### src/rtl/uart_pkg.sv
// -----------------------------------------------------------------------------
// uart_pkg
// Shared definitions for the UART transmitter: FSM state encoding and the
// line levels used for idle/stop and start bits.
// Optional feature macro: UART_TX_PARITY_EN (adds the PARITY state).
// -----------------------------------------------------------------------------
package uart_pkg;

  // Encodings are fixed so a debug probe reads the same value in both builds;
  // PARITY simply does not exist when parity is compiled out.
  typedef enum logic [2:0] {
    IDLE       = 3'd0,
    WAIT_START = 3'd1,
    START      = 3'd2,
    DATA       = 3'd3,
`ifdef UART_TX_PARITY_EN
    PARITY     = 3'd4,
`endif
    STOP       = 3'd5
  } uart_state_t;

  localparam logic IDLE_LEVEL  = 1'b1;  // line level when idle and for stop bits
  localparam logic START_LEVEL = 1'b0;  // line level of the start bit

endpackage

### src/rtl/uart_tx.sv
// -----------------------------------------------------------------------------
// uart_tx
// Serialises one DATA_W-bit word per frame onto a UART line. Bit timing comes
// entirely from the external 'tick' strobe (one pulse per bit period).
// Frame: start bit, DATA_W data bits LSB first, optional even parity bit,
// STOP_BITS stop bits.
//
// Optional feature macro: UART_TX_PARITY_EN -- when defined, one even-parity
// bit (XOR of the data bits) is sent after the last data bit.
//
// Parameters:
//   DATA_W    data bits per frame, 5..8
//   STOP_BITS stop bits per frame, 1 or 2
// Ports:
//   clk        in   system clock, rising edge
//   rst_n      in   asynchronous active-low reset
//   tick       in   bit-period strobe, one clk cycle wide
//   tx_data    in   word to send, sampled only on acceptance
//   tx_valid   in   requester has a word on tx_data
//   tx_ready   out  block can accept a frame
//   tx         out  serial line, idle high
//   busy       out  frame in progress (always ~tx_ready)
//   dbg_state  out  current FSM state, for observation only
//
// Handshake: a word is accepted on a rising clk edge where tx_valid and
// tx_ready are both high. tx_ready is registered, drops the cycle after
// acceptance and stays low until the frame is finished; tx_valid seen while
// tx_ready is low has no effect. The requester may hold tx_valid high to
// stream frames back to back.
// -----------------------------------------------------------------------------
module uart_tx
  import uart_pkg::*;
#(
  parameter int DATA_W    = 8,
  parameter int STOP_BITS = 1
) (
  input  logic              clk,
  input  logic              rst_n,
  input  logic              tick,
  input  logic [DATA_W-1:0] tx_data,
  input  logic              tx_valid,
  output logic              tx_ready,
  output logic              tx,
  output logic              busy,
  output uart_state_t       dbg_state
);

  // Bit counter only ever needs to reach DATA_W-1.
  localparam int               CNT_W     = (DATA_W > 1) ? $clog2(DATA_W) : 1;
  localparam logic [CNT_W-1:0] LAST_BIT  = CNT_W'(DATA_W - 1);
  localparam logic             LAST_STOP = 1'(STOP_BITS - 1);

  uart_state_t       r_state;
  logic [DATA_W-1:0] r_shift;
  logic [CNT_W-1:0]  r_bit_cnt;
  logic              r_stop_cnt;
  logic              r_tx;
  logic              r_ready;
`ifdef UART_TX_PARITY_EN
  logic              r_parity;
`endif

  always_ff @(posedge clk or negedge rst_n) begin
    if (!rst_n) begin
      r_state    <= IDLE;
      r_shift    <= '0;
      r_bit_cnt  <= '0;
      r_stop_cnt <= 1'b0;
      r_tx       <= IDLE_LEVEL;
      r_ready    <= 1'b1;
`ifdef UART_TX_PARITY_EN
      r_parity   <= 1'b0;
`endif
    end else begin
      case (r_state)
        // A tick on the acceptance edge is deliberately ignored: the frame
        // waits in WAIT_START for the first tick strictly afterwards.
        IDLE: begin
          if (tx_valid && r_ready) begin
            r_shift <= tx_data;
            r_ready <= 1'b0;
            r_state <= WAIT_START;
`ifdef UART_TX_PARITY_EN
            r_parity <= ^tx_data;
`endif
          end
        end

        WAIT_START: begin
          if (tick) begin
            r_tx    <= START_LEVEL;
            r_state <= START;
          end
        end

        START: begin
          if (tick) begin
            r_tx      <= r_shift[0];
            r_shift   <= r_shift >> 1;
            r_bit_cnt <= '0;
            r_state   <= DATA;
          end
        end

        // r_bit_cnt is the index of the bit currently on the line.
        DATA: begin
          if (tick) begin
            if (r_bit_cnt == LAST_BIT) begin
`ifdef UART_TX_PARITY_EN
              r_tx    <= r_parity;
              r_state <= PARITY;
`else
              r_tx       <= IDLE_LEVEL;
              r_stop_cnt <= 1'b0;
              r_state    <= STOP;
`endif
            end else begin
              r_tx      <= r_shift[0];
              r_shift   <= r_shift >> 1;
              r_bit_cnt <= r_bit_cnt + 1'b1;
            end
          end
        end

`ifdef UART_TX_PARITY_EN
        PARITY: begin
          if (tick) begin
            r_tx       <= IDLE_LEVEL;
            r_stop_cnt <= 1'b0;
            r_state    <= STOP;
          end
        end
`endif

        // Line is already high; the tick that ends the last stop bit frees
        // the block, so tx_ready is high on the following cycle.
        STOP: begin
          if (tick) begin
            if (r_stop_cnt == LAST_STOP) begin
              r_state <= IDLE;
              r_ready <= 1'b1;
            end else begin
              r_stop_cnt <= r_stop_cnt + 1'b1;
            end
          end
        end

        default: begin
          r_state <= IDLE;
          r_ready <= 1'b1;
          r_tx    <= IDLE_LEVEL;
        end
      endcase
    end
  end

  assign tx        = r_tx;
  assign tx_ready  = r_ready;
  assign busy      = ~r_ready;
  assign dbg_state = r_state;

endmodule

### config.mk
export PLATFORM = sky130hd
export DESIGN_NAME = uart_tx
export DESIGN_NICKNAME = d
export VERILOG_FILES = /design/src/rtl/uart_pkg.sv /design/src/rtl/uart_tx.sv
export SDC_FILE = /design/constraint.sdc
export NUM_CORES = 1
export LEC_CHECK = 0
export BUFFER_PORTS_ARGS = -buffer_cell sky130_fd_sc_hd__buf_2
export CAP_MARGIN = 0
export CORE_MARGIN = 2
export CORE_UTILIZATION = 43
export DETAILED_ROUTE_END_ITERATION = 16
export GPL_TIMING_DRIVEN = 0
export SETUP_SLACK_MARGIN = 0.02
export SLEW_MARGIN = 40
export SYNTH_ARGS = -nofsm -noshare
export SYNTH_HDL_FRONTEND = slang
export SYNTH_SLANG_ARGS = --single-unit
### constraint.sdc
create_clock -name clk -period 2.3 [get_ports clk]
set_clock_uncertainty 0.1 [all_clocks]
set_input_delay 0.23 -clock clk [delete_from_list [all_inputs] [get_ports clk]]
set_output_delay 0.23 -clock clk [all_outputs]
set_load 0.05 [all_outputs]
==> impl_metrics.csv, run 1 <==
group,metric,value,unit
final_layout,synthToLayoutAreaGrowth,18.0,%
timing,setup_viol,0,
final_layout,layout_commonest_cell,"buf_2",
timing,tightest_slew,0.355,ns
logic_synthesis,synth_cell_types,27,
timing,slew_headroom,0.763,
power_and_ir_drop,p_leak,0.602,nW
detailed_routing,firstDrtPassIters,4,
logic_synthesis,synth_seq_area_share,0.452,
floorplanning,die_w,49.5,um
critical_path,critPathRequiredTime,2.38,ns
place,place_area,1000,sq um
timing,setup_tns,0,ns
logic_synthesis,ys_top_cells_by_area,"dfrtp_1, mux2i_1, nand2_1",
critical_path,cp_common_cell,"ha_1",
detailed_routing,vias,703,
detailed_routing,initialDrtViolationCount,19,
timing,slew_viol_final,0,
hold_path,min_from,"tx_data[7]",
critical_path,cp_slowest_cell,"dfrtp_1",
place,place_inst,132,
hold_path,min_delay_path_depth,3,
clock_network,clkSinkCount,16,
place,globalplace.congestion,0.809,
clock_network,clockBufferDepth,2,
critical_path,path_buf_inv,1,
final_layout,fin_cells,137,
power_and_ir_drop,vdd_ir_drop_max,0.000371,V
clock_network,clock_latency,0.28,ns
logic_synthesis,async_flop_share,1.00,
detailed_routing,wl_per_cell,11.3,um
hold_path,holdPathEnd,"r_shift[7]$_DFFE_PN0P_",
logic_synthesis,synth_edf_count,0,
clock_network,path_clk_slew,0.09,ns
logic_synthesis,ys_ff_latch,16,
floorplanning,start_util,0.454,
floorplanning,row_count,16,
detailed_routing,drc,0,
clock_network,cts-buffers-inserted,3,
critical_path,rr_endpoint,"r_shift[3]$_DFFE_PN0P_",
detailed_routing,detail-route-antenna-nets,0,
critical_path,rrSetupSlack,0.51,ns
final_layout,mostFrequentLayoutCells,"buf_2, nand2_1, dfrtp_1",
floorplanning,io_pins,18,
final_layout,utilization,0.536,
global_route,grtUsageTotal,0.143,
logic_synthesis,synth_top_area_frac,0.393,
final_layout,stdcell_area,1050,sq um
critical_path,path_cells,"ha_1 > ha_1 > and2_1 > o32a_4 > buf_6 > nand2_1 > o21ai_2",
critical_path,startpoint_type,"flop",
detailed_routing,totalWireLength,1550,um
logic_synthesis,synth_top_area_cell,"dfrtp_1",
job,drv_cap,0,
floorplanning,die-area,2450,sq um
floorplanning,coreArea,1960,sq um
global_route,grt_overflow_total,0,
hold_path,min_path_type,"input pin to flop",
critical_path,crit_type,"flop to flop",
power_and_ir_drop,p_per_area,464,nW/um^2
timing,finalCriticalPeriod,1.79,ns
critical_path,endpoint_kind,"flop",
logic_synthesis,ys.flop_type,"dfrtp_1",
place,dp.final_hpwl,1190,um
critical_path,r2r-start,"r_bit_cnt[0]$_DFFE_PN0P_",
place,io_buffers,16,
timing,hold_viol,0,
global_route,antenna_found_initial,0,
logic_synthesis,syn_avg_cell_area,10.0,sq um
global_route,grt_pass1_vias,656,
final_layout,layout-drive-gt1-share,0.309,
run_status,status,"completed",
timing,rsz0062_at_grt,"no",
timing,finalCritPeriodShare,0.780,
final_layout,finalNetCount,126,
critical_path,cpPeakStageDelay,0.41,ns
clock_network,post_cts_buffers,0,
critical_path,crit_path_max_fanout,10,
clock_network,h-tree-depth,1,
logic_synthesis,yosys_warnings,0,
detailed_routing,viasPerCell,5.13,
global_route,grt_max_degree,17,
logic_synthesis,synthCells,89,
global_route,grt_pass1_wl,2780,um
critical_path,arrival,1.87,ns
clock_network,cts_tree,"done",
timing,fmax,0.558,GHz
logic_synthesis,syn-cell-area,891,sq um
clock_network,cts-root-buf,"clkbuf_4",
final_layout,antenna_cells,0,
floorplanning,die_y,49.5,um
logic_synthesis,syn_nets,104,
critical_path,crit_family,"adder cells",
critical_path,reg2regPathDepth,7,
report_power, final:
group / switching (W) / internal (W) / leakage, nW
clock: 0.0000841 / 0.0000963 / 0.0210
combinational: 0.0000143 / 0.0000116 / 0.364
sequential: 0.000000000000111 / 0.000281 / 0.216
logic make-up after synthesis:
group | after synthesis | share of synthesized area
multiplexers | 8 | 0.0913
flip-flops | 16 | 0.452
adder cells (fa/ha/maj) | 3 | 0.0421
AO/OA/AOI/OAI | 23 | 0.174
AND/OR/NAND/NOR | 31 | 0.177
buffers and inverters | 8 | 0.0632
flip-flops by register name, summed over array words and instances, names as in the netlist:
| name | cells |
|---|---|
| tx | 1 |
| r_shift | 8 |
| dbg_state | 3 |
| r_bit_cnt | 3 |
| tx_ready | 1 |
routing by layer:
metal  track usage  wire (um)
met3        0.0455         81
met5             0          0
met4        0.0278         10
met2         0.239        726
met1         0.182        735
final cells by class:
class	instances	area, sq um
Fill cell	199	911
Multi-Input combinational cell	65	432
Sequential cell	16	403
Clock buffer	4	36.3
Timing Repair Buffer	17	90.1
Tap cell	27	33.8
Inverter	2	7.51
Buffer	6	48.8
cell usage after synthesis (2+ instances only):
| cell type | count |
|---|---|
| dfrtp_1 | 14 |
| ha_1 | 3 |
| o21ai_1 | 6 |
| nand3_1 | 3 |
| nor2_1 | 6 |
| o22a_1 | 2 |
| o21ai_0 | 6 |
| inv_1 | 2 |
| buf_6 | 3 |
| clkbuf_2 | 2 |
| and2_1 | 2 |
| o21ai_2 | 2 |
| a21oi_1 | 3 |
| nand2_1 | 15 |
| dfstp_2 | 2 |
| mux2i_1 | 7 |
tightest hold or removal path, cell delays in order:
cell	delay, ns
buf_2	0.10
nand2_1	0.05
o21ai_1	0.05
per-stage QoR:
stage	worst slack [ns]	total power, W	hold slack (ns)
finish	0.507	0.000487	0.0694
global route	0.406	0.000515	0.0737
CTS	0.495	0.000499	0.0634
detailed placement	0.518	0.000312	0.0655
global placement	0.549	0.000311	0.0646
floorplan	0.630	0.000296	-0.166
repair_timing:
item                                   4_1_cts  5_1_grt
hold buffers                                 1        0
gates resized for setup                      0        0
endpoints found under the hold margin       14        0
how the worst max path moves through the flow:
stage                              from                      to  slack [ns]  cells after the start
2_1_floorplan  r_bit_cnt[0]$_DFFE_PN0P_  r_shift[2]$_DFFE_PN0P_        0.63                      7
3_3_place_gp   r_bit_cnt[0]$_DFFE_PN0P_  r_shift[3]$_DFFE_PN0P_        0.55                      7
3_5_place_dp   r_bit_cnt[0]$_DFFE_PN0P_  r_shift[3]$_DFFE_PN0P_        0.52                      7
4_1_cts        r_bit_cnt[0]$_DFFE_PN0P_  r_shift[3]$_DFFE_PN0P_        0.50                      7
5_1_grt        r_bit_cnt[0]$_DFFE_PN0P_  r_shift[7]$_DFFE_PN0P_        0.41                      7
6_report       r_bit_cnt[0]$_DFFE_PN0P_  r_shift[3]$_DFFE_PN0P_        0.51                      7
Note: power is estimated with default switching activity, not from simulation.
==> inputs of run 2 (changes only) <==
==> constraint.sdc (replaced) <==
create_clock -name clk -period 1.7 [get_ports clk]
set_clock_uncertainty 0.1 [all_clocks]
set_input_delay 0.17 -clock clk [delete_from_list [all_inputs] [get_ports clk]]
set_output_delay 0.17 -clock clk [all_outputs]
set_load 0.05 [all_outputs]
==> impl_metrics.csv, run 2 (synthesized netlist as in run 1, its figures left out) <==
group,metric,value,unit
timing,setup_viol,0,
place,io_buffers,16,
timing,tightest_slew,0.350,ns
detailed_routing,vias,710,
timing,worst_slack,0.0996,ns
detailed_routing,wl_met1,741,um
critical_path,cp_slowest_cell,"dfrtp_1",
detailed_routing,drc,0,
final_layout,mostFrequentLayoutCells,"buf_2, nand2_1, dfrtp_1",
critical_path,crit_path_max_fanout,10,
power_and_ir_drop,p_per_area,610,nW/um^2
final_layout,seqCellArea,403,sq um
clock_network,clockBufferDepth,2,
final_layout,regMostFlops,"r_shift",
detailed_routing,dr_wl_met3,81,um
timing,rsz0062_at_grt,"no",
floorplanning,io_pins,18,
floorplanning,row_count,16,
hold_path,min_delay_path_depth,3,
floorplanning,die_w,49.5,um
final_layout,layout_commonest_cell,"buf_2",
critical_path,cpPeakStageDelay,0.39,ns
final_layout,multi_input_area,439,sq um
detailed_routing,wl_per_cell,11.4,um
final_layout,finalNetCount,129,
critical_path,endpoint_kind,"flop",
timing,fmax,0.625,GHz
timing,setup_tns,0,ns
place,globalplace.congestion,0.809,
hold_path,min_path_type,"input pin to flop",
final_layout,antenna_cells,0,
critical_path,crit_type,"flop to flop",
floorplanning,die_y,49.5,um
power_and_ir_drop,p_leak,0.611,nW
global_route,grt_max_degree,17,
critical_path,path_cells,"ha_2 > ha_2 > and2_4 > o32a_4 > buf_6 > nand2_1 > o21ai_2",
clock_network,clkSinkCount,16,
floorplanning,coreArea,1960,sq um
global_route,grt_pass1_vias,663,
power_and_ir_drop,vdd_ir_drop_max,0.000502,V
place,place_area,1000,sq um
clock_network,cts_tree,"done",
final_layout,nFillCells,197,
detailed_routing,initialDrtViolationCount,17,
timing,slew_headroom,0.767,
critical_path,startpoint_type,"flop",
critical_path,cp_common_cell,"ha_2",
final_layout,stdcell_area,1080,sq um
clock_network,clock_latency,0.28,ns
detailed_routing,viasPerCell,5.07,
clock_network,h-tree-depth,1,
timing,hold_viol,0,
run_status,status,"completed",
global_route,grt_pass1_wl,2840,um
final_layout,largest_reg_flops,8,
clock_network,cts-root-buf,"clkbuf_4",
global_route,grt_overflow_total,0,
critical_path,reg2regPathDepth,7,
final_layout,synthToLayoutAreaGrowth,21.3,%
final_layout,layout-drive-gt1-share,0.354,
critical_path,critPathRequiredTime,1.78,ns
floorplanning,start_util,0.454,
detailed_routing,firstDrtPassIters,4,
timing,finalCritPeriodShare,0.941,
place,dp.final_hpwl,1190,um
critical_path,arrival,1.68,ns
detailed_routing,routed.top_layer,"met4",
clock_network,path_clk_slew,0.09,ns
detailed_routing,totalWireLength,1590,um
clock_network,cts-buffers-inserted,3,
place,place_worst_setup_slack,-0.0820,ns
detailed_routing,wl_met2,760,um
detailed_routing,detail-route-antenna-nets,0,
global_route,antenna_found_initial,0,
timing,finalCriticalPeriod,1.60,ns
job,drv_cap,0,
global_route,grtUsageTotal,0.145,
floorplanning,die-area,2450,sq um
timing,slew_viol_final,0,
-- run 2: path summary, 6_finish.rpt --
path,start,endpoint,slack (ns)
min reg2reg,r_shift[2]$_DFFE_PN0P_,r_shift[2]$_DFFE_PN0P_,0.38
min in group asynchronous,rst_n,dbg_state[1]$_DFFE_PN0P_,0.22
max in group asynchronous,rst_n,tx_ready$_DFFE_PN1P_,0.98
max reg2reg,r_bit_cnt[1]$_DFFE_PN0P_,r_shift[3]$_DFFE_PN0P_,0.1
max,r_bit_cnt[1]$_DFFE_PN0P_,r_shift[3]$_DFFE_PN0P_,0.1
min,tx_data[7],r_shift[7]$_DFFE_PN0P_,0.01
-- run 2: timing repair --
item | CTS | global route
endpoints found under the hold margin | 16 | 0
resized for setup | 1 | 2
pin swaps | 1 | 1
hold buffers | 1 | 0
setup buffers | 2 | 1
setup endpoints to repair | 8 | 8
-- run 2: metal layers --
metal  up-vias  track usage
li1        357            -
met1       336        0.184
met2        15        0.245
met3         2       0.0455
met4         0       0.0278
met5         -            0
-- run 2: final cells by class --
| type | count | area share |
|---|---|---|
| multi-input cells | 65 | 0.406 |
| plain buffers | 6 | 0.0451 |
| flip-flops and latches | 16 | 0.373 |
| repair buffers | 20 | 0.104 |
| clock buffers | 4 | 0.0336 |
| well taps | 27 | 0.0312 |
| inverters | 2 | 0.00694 |
-- run 2: critical path, delay by kind of cell (launching register included) --
family / cells / cell delay [ns]
AOI/OAI and AO/OA: 2 / 0.24
adders and majority gates: 2 / 0.38
buffers and inverters: 1 / 0.14
DFF: 1 / 0.39
and+or+nand+nor: 2 / 0.24
-- run 2: where the power goes --
part	internal, W	leakage, nW	switching [W]
Sequential	0.000380	0.216	0.000000000000150
Combinational	0.0000156	0.373	0.0000192
Clock	0.000130	0.0210	0.000114
-- run 2: per-stage QoR --
step	power [W]	cells	hold slack (ns)	utilization
2_1_floorplan	0.000400	89	-0.226	-
3_3_place_gp	0.000421	132	0.00459	0.512
3_5_place_dp	0.000422	132	0.00555	0.512
4_1_cts	0.000675	139	0.00345	0.545
5_1_grt	0.000697	140	0.0137	0.551
6_report	0.000659	140	0.00953	0.551
==> inputs of run 3 (changes only) <==
--- a/config.mk
+++ b/config.mk
@@ -7,10 +7,11 @@
 export LEC_CHECK = 0
 export BUFFER_PORTS_ARGS = -buffer_cell sky130_fd_sc_hd__buf_2
 export CAP_MARGIN = 0
-export CORE_MARGIN = 2
+export CORE_MARGIN = 8
 export CORE_UTILIZATION = 43
 export DETAILED_ROUTE_END_ITERATION = 16
 export GPL_TIMING_DRIVEN = 0
+export PLACE_DENSITY = 0.67
 export SETUP_SLACK_MARGIN = 0.02
 export SLEW_MARGIN = 40
 export SYNTH_ARGS = -nofsm -noshare
==> constraint.sdc (replaced) <==
create_clock -name clk -period 1.4 [get_ports clk]
set_clock_uncertainty 0.1 [all_clocks]
set_input_delay 0.14 -clock clk [delete_from_list [all_inputs] [get_ports clk]]
set_output_delay 0.14 -clock clk [all_outputs]
set_load 0.05 [all_outputs]
==> impl_metrics.csv, run 3 (synthesized netlist as in run 1, its figures left out) <==
group,metric,value,unit
run_status,status,"finished, violations left",
run_status,violations,"setup timing",
clock_network,clock_latency,0.28,ns
power_and_ir_drop,vdd_ir_drop_max,0.000509,V
power_and_ir_drop,p_per_area,606,nW/um^2
hold_path,min_path_type,"input pin to flop",
critical_path,crit_type,"flop to flop",
timing,tightest_slew,0.370,ns
detailed_routing,initialDrtViolationCount,26,
final_layout,nFillCells,169,
timing,setup_viol,15,
detailed_routing,detail-route-antenna-nets,0,
detailed_routing,totalWireLength,2290,um
power_and_ir_drop,p_sw,0.000172,W
place,dp.final_hpwl,1370,um
final_layout,regMostFlops,"r_shift",
place,io_buffers,16,
critical_path,endpoint_kind,"flop",
place,place_worst_setup_slack,-0.280,ns
floorplanning,die_w,61.5,um
clock_network,cts_tree,"done",
final_layout,largest_reg_flops,8,
power_and_ir_drop,p_comb_frac,0.059,
detailed_routing,wl_per_cell,15.2,um
floorplanning,io_pins,18,
global_route,grt_max_degree,17,
clock_network,cts-buffers-inserted,3,
final_layout,antenna_cells,0,
global_route,grt_pass1_wl,3440,um
final_layout,layout_commonest_cell,"buf_2",
global_route,grt_pass1_vias,747,
clock_network,h-tree-depth,1,
floorplanning,die-area,3780,sq um
critical_path,startpoint_type,"flop",
global_route,grt_overflow_total,0,
detailed_routing,firstDrtPassIters,4,
timing,finalCriticalPeriod,1.61,ns
detailed_routing,viasPerCell,5.09,
power_and_ir_drop,seqPwrFrac,0.568,
power_and_ir_drop,p_sw_frac,0.212,
timing,fmax,0.620,GHz
timing,slew_viol_final,0,
power_and_ir_drop,p_clk_frac,0.373,
detailed_routing,drc,0,
final_layout,utilization,0.684,
power_and_ir_drop,p_leak,0.730,nW
timing,hold-worst-slack,0.0357,ns
final_layout,layout-drive-gt1-share,0.577,
critical_path,arrival,1.69,ns
place,globalplace.congestion,0.777,
critical_path,critPathRequiredTime,1.47,ns
timing,hold_viol,0,
timing,finalCritPeriodShare,1.15,
final_layout,synthToLayoutAreaGrowth,50.7,%
detailed_routing,vias,763,
clock_network,cts-root-buf,"clkbuf_4",
floorplanning,coreArea,1960,sq um
global_route,antenna_found_initial,0,
clock_network,clockBufferDepth,2,
final_layout,mostFrequentLayoutCells,"buf_2, dfrtp_1, nand2_1",
clock_network,path_clk_slew,0.09,ns
clock_network,clkSinkCount,16,
floorplanning,die_y,61.5,um
job,drv_cap,0,
final_layout,finalNetCount,139,
floorplanning,start_util,0.454,
power_and_ir_drop,power,0.000814,W
global_route,grtUsageTotal,0.124,
place,place_inst,132,
timing,rsz0062_at_grt,"yes",
timing,worst_slack,-0.214,ns
final_layout,fin_cells,150,
critical_path,crit_path_max_fanout,5,
timing,slew_headroom,0.753,
floorplanning,row_count,16,
power_and_ir_drop,internal-power,0.000641,W
## run 3: cell count changes in the layout (fill, tap and decap cells not counted), moves of 3 or more
cell and delta:
dfrtp_1 -3, o21ai_2 +5, dfrtp_2 +3, nand2_2 +4, buf_6 +3, buf_8 +3
nand2_1 -7, ha_4 +3, buf_4 +4, o21ai_1 -3, nand2_4 +3
## run 3: critical path: stages (launching register included)
cell	delay, ns
dfrtp_1	0.43
ha_4	0.19
ha_4	0.15
and2_4	0.13
o32a_4	0.24
buf_8	0.15
nand2_2	0.06
o21ai_2	0.06
## run 3: metrics by stage
step	TNS, ns	cell area (sq um)
floorplan	-1.72	917
global placement	-2.16	1030
detailed placement	-2.26	1030
CTS	-1.79	1250
global route	-2.69	1340
finish	-2.11	1340
## run 3: power by group through the flow
stage          Sequential (W)  Clock, W  Combinational [W]
2_1_floorplan        0.000471         0          0.0000157
3_3_place_gp         0.000471         0          0.0000412
3_5_place_dp         0.000471         0          0.0000422
4_1_cts              0.000462  0.000324          0.0000468
5_1_grt              0.000462  0.000328          0.0000539
6_report             0.000462  0.000303          0.0000482
## run 3: routing by layer
metal | wire, um | track usage | up-vias
met3 | 136 | 0.0334 | 2
met1 | 938 | 0.141 | 364
met2 | 1180 | 0.208 | 19
li1 | - | - | 378
met5 | 0 | 0 | -
met4 | 29 | 0.0584 | 0
## run 3: worst paths after layout
path / startpoint / to / slack, ns / depth (start not counted)
worst min-delay path: tx_data[3] / r_shift[3]$_DFFE_PN0P_ / 0.04 / 3
max in group asynchronous: rst_n / tx$_DFFE_PN1P_ / 0.70 / 2
worst max register to register: r_bit_cnt[1]$_DFFE_PN0P_ / r_shift[5]$_DFFE_PN0P_ / -0.21 / 7
min in group asynchronous: rst_n / r_shift[6]$_DFFE_PN0P_ / 0.20 / 2
worst max-delay path: r_bit_cnt[1]$_DFFE_PN0P_ / r_shift[5]$_DFFE_PN0P_ / -0.21 / 7
worst min register to register: r_shift[3]$_DFFE_PN0P_ / r_shift[3]$_DFFE_PN0P_ / 0.42 / 2
## run 3: area by class of cell
cell class,count,area (sq um),share of cell area
Multi-Input combinational cell,65,554,0.413
Sequential cell,16,410,0.306
Inverter,2,10.0,0.00746
Timing Repair Buffer,30,245,0.183
Buffer,6,52.6,0.0391
Clock buffer,4,36.3,0.0270
Tap cell,27,33.8,0.0252
## run 3: repair_timing
item	CTS	global route
hold buffers	2	0
setup buffers	7	5
endpoints found under the setup margin	13	16
hold endpoints to repair	17	0
pin swaps	5	7
gates cloned	1	0
resized for setup	24	17
